$ cat config.mk
export PLATFORM = sky130hd
export DESIGN_NAME = itp_out_packer
export DESIGN_NICKNAME = d
export VERILOG_FILES = /design/src/rtl/itp_pkg.sv /design/src/rtl/itp_sync_fifo.sv /design/src/rtl/itp_out_packer.sv
export SDC_FILE = /design/constraint.sdc
export NUM_CORES = 1
export LEC_CHECK = 0
export BUFFER_PORTS_ARGS = -buffer_cell sky130_fd_sc_hd__buf_2
export CORE_UTILIZATION = 40
export CTS_CLUSTER_SIZE = 40
export DETAILED_ROUTE_END_ITERATION = 6
export GPL_ROUTABILITY_DRIVEN = 0
export PLACE_DENSITY_LB_ADDON = 0.2
export SKIP_CTS_REPAIR_TIMING = 1
export SYNTH_ARGS = -nofsm -noshare
export SYNTH_HDL_FRONTEND = slang
export SYNTH_SLANG_ARGS = --single-unit
$ cat constraint.sdc
create_clock -name clk -period 3.41 [get_ports clk]
set_input_delay 0.1705 -clock clk [delete_from_list [all_inputs] [get_ports clk]]
set_output_delay 0.1705 -clock clk [all_outputs]
set_load 0.05 [all_outputs]
$ cat src/rtl/itp_pkg.sv
// Shared types and helpers for the interpolator output packer.
package itp_pkg;

  localparam int ITP_SIZE_PIXEL = 8;
  localparam int ITP_SIZE_Y     = 10;

  typedef struct packed {
    logic       eof;
    logic       eol;
    logic [7:0] pix;
  } itp_out_word_t;

  // U8.2 -> U8 with round-half-up; an 11-bit sum keeps the carry that marks saturation.
  function automatic logic [7:0] itp_round_clamp(input logic [9:0] y);
    logic [10:0] sum;
    sum = {1'b0, y} + 11'd2;
    return sum[10] ? 8'hFF : sum[9:2];
  endfunction

endpackage

$ cat src/rtl/itp_sync_fifo.sv
// First-word-fall-through synchronous FIFO; a write into a full FIFO lands if a read frees a slot that cycle.
module itp_sync_fifo #(
  parameter int WIDTH = 10,
  parameter int DEPTH = 16
) (
  input  logic                    clk,
  input  logic                    rst,
  input  logic                    wr_en,
  input  logic [WIDTH-1:0]        wr_data,
  input  logic                    rd_en,
  output logic [WIDTH-1:0]        rd_data,
  output logic                    valid,
  output logic                    full,
  output logic [$clog2(DEPTH):0]  level
);

  localparam int AW = $clog2(DEPTH);

  logic [WIDTH-1:0] mem [DEPTH];
  logic [AW-1:0]    wp, rp;
  logic [AW:0]      cnt;
  logic             do_wr, do_rd;

  assign valid   = (cnt != '0);
  assign full    = (cnt == (AW+1)'(DEPTH));
  assign do_rd   = rd_en & valid;
  assign do_wr   = wr_en & (~full | do_rd);
  // Data reads as zero while empty so stale entries never leak out after reset.
  assign rd_data = valid ? mem[rp] : '0;
  assign level   = cnt;

  always_ff @(posedge clk)
    if (do_wr) mem[wp] <= wr_data;

  always_ff @(posedge clk) begin
    if (rst) begin
      wp  <= '0;
      rp  <= '0;
      cnt <= '0;
    end else begin
      if (do_wr) wp <= wp + 1'b1;
      if (do_rd) rp <= rp + 1'b1;
      case ({do_wr, do_rd})
        2'b10:   cnt <= cnt + 1'b1;
        2'b01:   cnt <= cnt - 1'b1;
        default: ;
      endcase
    end
  end

endmodule

$ cat src/rtl/itp_out_packer.sv
// Rounds interpolator results to pixels, tags line/frame ends, and queues them behind a valid/ready stream.
module itp_out_packer
  import itp_pkg::*;
#(
  parameter int SIZE_PIXEL = ITP_SIZE_PIXEL,
  parameter int SIZE_Y     = ITP_SIZE_Y,
  parameter int LATENCY    = 3,
  parameter int FIFO_DEPTH = 16,
  parameter int SIZE_CNT   = 12
) (
  input  logic                          clk,
  input  logic                          rst,
  input  logic                          i_en,
  input  logic [SIZE_Y-1:0]             i_y,
  input  logic [SIZE_CNT-1:0]           i_line_len,
  input  logic [SIZE_CNT-1:0]           i_frame_lines,
  input  logic                          i_clr_ovf,
  output logic                          o_valid,
  input  logic                          i_ready,
  output logic [SIZE_PIXEL-1:0]         o_pix,
  output logic                          o_eol,
  output logic                          o_eof,
  output logic [$clog2(FIFO_DEPTH):0]   o_level,
  output logic                          o_ovf
);

  function automatic logic [SIZE_CNT-1:0] nz(input logic [SIZE_CNT-1:0] v);
    return (v == '0) ? SIZE_CNT'(1) : v;
  endfunction

  // i_en delay line matching the interpolator pipeline
  logic [LATENCY-1:0] vld_pipe;
  logic               tail;

  if (LATENCY == 1) begin : g_dly1
    always_ff @(posedge clk)
      if (rst) vld_pipe <= '0;
      else     vld_pipe <= i_en;
  end else begin : g_dlyn
    always_ff @(posedge clk)
      if (rst) vld_pipe <= '0;
      else     vld_pipe <= {vld_pipe[LATENCY-2:0], i_en};
  end

  assign tail = vld_pipe[LATENCY-1];

  logic [SIZE_CNT-1:0] col, row, len_q, lines_q;
  logic                cap;
  logic                eol_c, eof_c;
  logic                s1_vld;
  itp_out_word_t       s1_word;

  always_comb begin
    eol_c = (col == len_q - SIZE_CNT'(1));
    eof_c = eol_c & (row == lines_q - SIZE_CNT'(1));
  end

  // Stage 1: capture sample and tags; counters advance even if the FIFO later drops it.
  always_ff @(posedge clk) begin
    if (rst) begin
      s1_vld  <= 1'b0;
      s1_word <= '0;
      col     <= '0;
      row     <= '0;
      len_q   <= SIZE_CNT'(1);
      lines_q <= SIZE_CNT'(1);
      cap     <= 1'b1;
    end else begin
      s1_vld <= tail;
      // Geometry latched on the first cycle out of reset; no sample can be in flight then.
      if (cap) begin
        len_q   <= nz(i_line_len);
        lines_q <= nz(i_frame_lines);
        cap     <= 1'b0;
      end
      if (tail) begin
        s1_word <= '{eof: eof_c, eol: eol_c, pix: itp_round_clamp(i_y)};
        if (eol_c) begin
          col <= '0;
          if (eof_c) begin
            row     <= '0;
            len_q   <= nz(i_line_len);
            lines_q <= nz(i_frame_lines);
          end else begin
            row <= row + 1'b1;
          end
        end else begin
          col <= col + 1'b1;
        end
      end
    end
  end

  // Stage 2: FIFO write straight from stage 1
  itp_out_word_t out_word;
  logic          fifo_full;
  logic          ovf_set;

  itp_sync_fifo #(
    .WIDTH ($bits(itp_out_word_t)),
    .DEPTH (FIFO_DEPTH)
  ) u_fifo (
    .clk     (clk),
    .rst     (rst),
    .wr_en   (s1_vld),
    .wr_data (s1_word),
    .rd_en   (i_ready),
    .rd_data (out_word),
    .valid   (o_valid),
    .full    (fifo_full),
    .level   (o_level)
  );

  assign ovf_set = s1_vld & fifo_full & ~(o_valid & i_ready);

  always_ff @(posedge clk) begin
    if (rst)            o_ovf <= 1'b0;
    else if (ovf_set)   o_ovf <= 1'b1;
    else if (i_clr_ovf) o_ovf <= 1'b0;
  end

  assign o_pix = out_word.pix;
  assign o_eol = out_word.eol;
  assign o_eof = out_word.eof;

endmodule
==> metrics.log <==
[metrics] total number of H-tree levels: 1
[metrics] clock power share: between 40 and 50%
[metrics] clock transition at the register clock pins on the worst setup and hold paths after CTS: 0.06 ns
[metrics] failing checks: DRC, hold timing
[metrics] total power density per cell area: approximately 530 nW/µm²
[metrics] Final setup viols: 0
[metrics] final count of hold timing violations: 2
[metrics] kind of capture point of the worst setup path: flop
[metrics] Die Width: 166 µm
[metrics] Max FO, Critical Path: 24
[metrics] Fin Hold WS: -0.0187 ns
[metrics] number of vias in the routed layout: about 6,300
[metrics] syn nets: about 840
[metrics] Remaining Overflow, GRT: 0
[metrics] Gate Count Post-Synth: between 700 and 800
[metrics] total track usage: ~16%
[metrics] cell area after placement: ~11,000 µm²
[metrics] leakage power: between 4 and 5 nW
[metrics] end-of-flow core utilization: 47.6%
[metrics] Critical Path RT: approximately 3.8 ns
[metrics] number of cells after detailed placement: between 1,000 and 1,500
[metrics] final critical path time including I/O delays and setup: ~3.2 ns
[metrics] Worst Skew: around 0.018 ns
[metrics] nets@finish: a little over 900
[metrics] global-route wire length before repair: between 30,000 and 40,000 µm
[metrics] Detailed Place HPWL: roughly 14,000 µm
[metrics] fraction of final layout cells sized beyond drive strength 1: between 10% and 20%
[metrics] Net Switching: around 1.5 mW
[metrics] final-report max-slew violation count: 0
[metrics] number of antenna violations at the first check in global routing: 0
[metrics] maximum number of pins on one net before global-route repair: between 50 and 60
[metrics] cell type with the largest total area after synthesis: sky130_fd_sc_hd__edfxtp_1
[metrics] share of flip-flops with an asynchronous set or reset: 0%
[metrics] total CTS buffers: 26
[metrics] diode insertion count for antenna repair: 0
[metrics] share of the synthesized area in the top cell type: between 40 and 50%
[metrics] relative max-transition margin: between 40% and 50%
[metrics] mean instance size in the synthesized netlist: about 14 µm²
[metrics] most instantiated library cell after synthesis: sky130_fd_sc_hd__edfxtp_1
[metrics] critical path arrival: 3.56 ns
[metrics] cell row count: a little under 60
[metrics] CTS tree: built
[metrics] final routed wire length divided by cell count: 18.0 µm
[metrics] Total Die Area: roughly 27,000 µm²
[metrics] clock sinks: 241
[metrics] Initial DRT Pass Iterations: 6
[metrics] count of input and output buffers: 54
[metrics] flip-flop and latch count after synthesis: 241
[metrics] aggregate routed wire length: about 22,000 µm
[metrics] remaining antenna violation count: 0
[metrics] top post-synthesis cells by count: 160 x sky130_fd_sc_hd__edfxtp_1, 81 x sky130_fd_sc_hd__dfxtp_1, 53 x sky130_fd_sc_hd__nor2_1
[metrics] ratio of final minimum period to clock period: approximately 93%
[metrics] net switching share of the total power: between 20% and 30%
[metrics] average vias per placed instance: approximately 5.2
[metrics] outcome: finished with violations
[metrics] number of global-route vias before repair: 6,183
[metrics] total design power: ~6.5 mW
[metrics] CTS Root Cell: sky130_fd_sc_hd__clkbuf_16
[metrics] Bufs on Longest Clock Path: 3
[metrics] count of cell types in the netlist: a little under 60
[metrics] Yosys warnings: 0
[metrics] fraction of power consumed by sequential logic: between 40% and 50%
[metrics] max-capacitance violation count: 0
[metrics] count of pins on the block boundary: 56
[metrics] final cell count without fillers: roughly 1,200
[metrics] clk_lat worst skew: roughly 0.54 ns
[metrics] Core Footprint: ~26,000 µm²
[metrics] class of the most critical setup path: flop to flop
[metrics] peak supply drop: between 0.3 and 0.4 mV
[metrics] post-detailed-route DRC marker count: 4
[metrics] final setup TNS: 0 ns
[metrics] power share of the combinational group: 7.5%
[metrics] Die Height: ~170 µm
[metrics] sort of element at the start of the critical path: flop
[metrics] post-synthesis instance area: ~11,000 µm²
[metrics] internal power summed over all cells: about 5.1 mW
[metrics] number of enable-type register cells in the synthesized netlist: 160
[metrics] starting density of the core: slightly above 40%
[metrics] violation count after the first detailed-routing iteration: approximately 370
[metrics] Primary FF master, synth: sky130_fd_sc_hd__edfxtp_1
[metrics] highest clock rate: around 320 MHz
[metrics] actual transition at the worst max-transition pin: 0.792 ns
[metrics] setup repair after global routing missed its margin: false
[metrics] Final Instance Area: ~12,000 µm²
[metrics] dpl ws: 0.254 ns
[metrics] Area Overhead vs Synth: 16.4%
[metrics] Worst Hold Class: primary input to flop
[metrics] Worst Setup Slack, final: 0.250 ns
[metrics] sequential share of the synthesized area: 60.1%
[metrics] Synth area leaders: sky130_fd_sc_hd__edfxtp_1 45%, sky130_fd_sc_hd__dfxtp_1 15%, sky130_fd_sc_hd__mux4_2 11%
## state kept, by name, summed over array words and instances, names as in the netlist, 4 cells and up, named ones only
name,cells
u_fifo.mem,160
col,12
len_q,12
lines_q,12
row,12
s1_word,10
u_fifo.level,5
u_fifo.rp,4
u_fifo.wp,4
## power by group through the flow
stage	sequential, mW	combinational (mW)	clock, mW
final	3.20	0.492	2.86
after floorplan	3.24	0.362	0
after global routing	3.20	0.541	3.03
after CTS	3.19	0.474	2.92
after global placement	3.26	0.469	0
after detailed placement	3.26	0.472	0
## cells by family (layout without fill, tap and decap cells)
kind of cell | Yosys count | count (layout) | synth area share (%)
AND/OR/NAND/NOR | 262 | 262 | 13.8
flip-flops | 241 | 241 | 60.1
AO/OA/AOI/OAI | 79 | 79 | 4.79
multiplexers | 76 | 76 | 13.0
buffers and inverters | 59 | 156 | 2.32
XOR/XNOR | 51 | 51 | 4.18
adder cells (fa/ha/maj) | 15 | 15 | 1.83
## cell type report
cell class	instances	area, µm²
clock buffer	29	662
clock inverter	18	205
fill	2326	13700
inverter	17	63.8
multi-input combinational	483	4020
sequential	241	6430
tap	335	419
timing repair buffer	92	648
## layout by cell type (no fill, tap or decap), types with 5 or more instances in the layout
cell	netlist	final
sky130_fd_sc_hd__a211oi_1	8	8
sky130_fd_sc_hd__a21oi_1	30	30
sky130_fd_sc_hd__a31oi_1	5	5
sky130_fd_sc_hd__and2_1	23	23
sky130_fd_sc_hd__and3_1	5	5
sky130_fd_sc_hd__buf_2	3	54
sky130_fd_sc_hd__buf_4	0	9
sky130_fd_sc_hd__clkbuf_16	0	26
sky130_fd_sc_hd__clkinv_2	0	6
sky130_fd_sc_hd__dfxtp_1	81	79
sky130_fd_sc_hd__dlygate4sd3_1	0	27
sky130_fd_sc_hd__edfxtp_1	160	160
sky130_fd_sc_hd__ha_1	14	14
sky130_fd_sc_hd__inv_1	17	17
sky130_fd_sc_hd__mux2i_1	26	26
sky130_fd_sc_hd__mux4_2	50	50
sky130_fd_sc_hd__nand2_1	27	27
sky130_fd_sc_hd__nand2b_1	47	47
sky130_fd_sc_hd__nand3_1	18	18
sky130_fd_sc_hd__nand3b_1	6	6
sky130_fd_sc_hd__nand4_1	10	10
sky130_fd_sc_hd__nor2_1	53	53
sky130_fd_sc_hd__nor2b_1	17	17
sky130_fd_sc_hd__nor3_1	11	11
sky130_fd_sc_hd__nor4_1	11	11
sky130_fd_sc_hd__o21ai_0	10	10
sky130_fd_sc_hd__or3_1	8	8
sky130_fd_sc_hd__xnor2_1	27	27
sky130_fd_sc_hd__xor2_1	24	24
## final timing paths
path	slack (ns)	end	from	depth (start not counted)
worst max register to register	0.25	lines_q[3]	len_q[0]	10
worst max-delay path	0.25	lines_q[3]	len_q[0]	10
worst min register to register	0.45	vld_pipe[1]	vld_pipe[0]	1
worst min-delay path	-0.02	o_ovf	i_ready	3
## critical path: stages (launching register included)
cell and delay (ns):
sky130_fd_sc_hd__dfxtp_1 0.34, sky130_fd_sc_hd__inv_1 0.07, sky130_fd_sc_hd__ha_1 0.21, sky130_fd_sc_hd__or4b_1 0.53, sky130_fd_sc_hd__o21ai_0 0.17, sky130_fd_sc_hd__nor3b_1 0.19, sky130_fd_sc_hd__o2111ai_1 0.18, sky130_fd_sc_hd__or4b_4 0.69
sky130_fd_sc_hd__o21ba_1 0.23, sky130_fd_sc_hd__buf_4 0.26, sky130_fd_sc_hd__mux2i_1 0.16
## metal layers
layer	GRT usage, %	share of wire (%)	vias up
met5	0	0	-
met4	4.26	1.8	0
met3	2.40	3.5	31
met2	27.7	48	116
met1	21.8	47	3098
li1	-	-	3103
No activity file was read; power rests on OpenSTA's default activity.
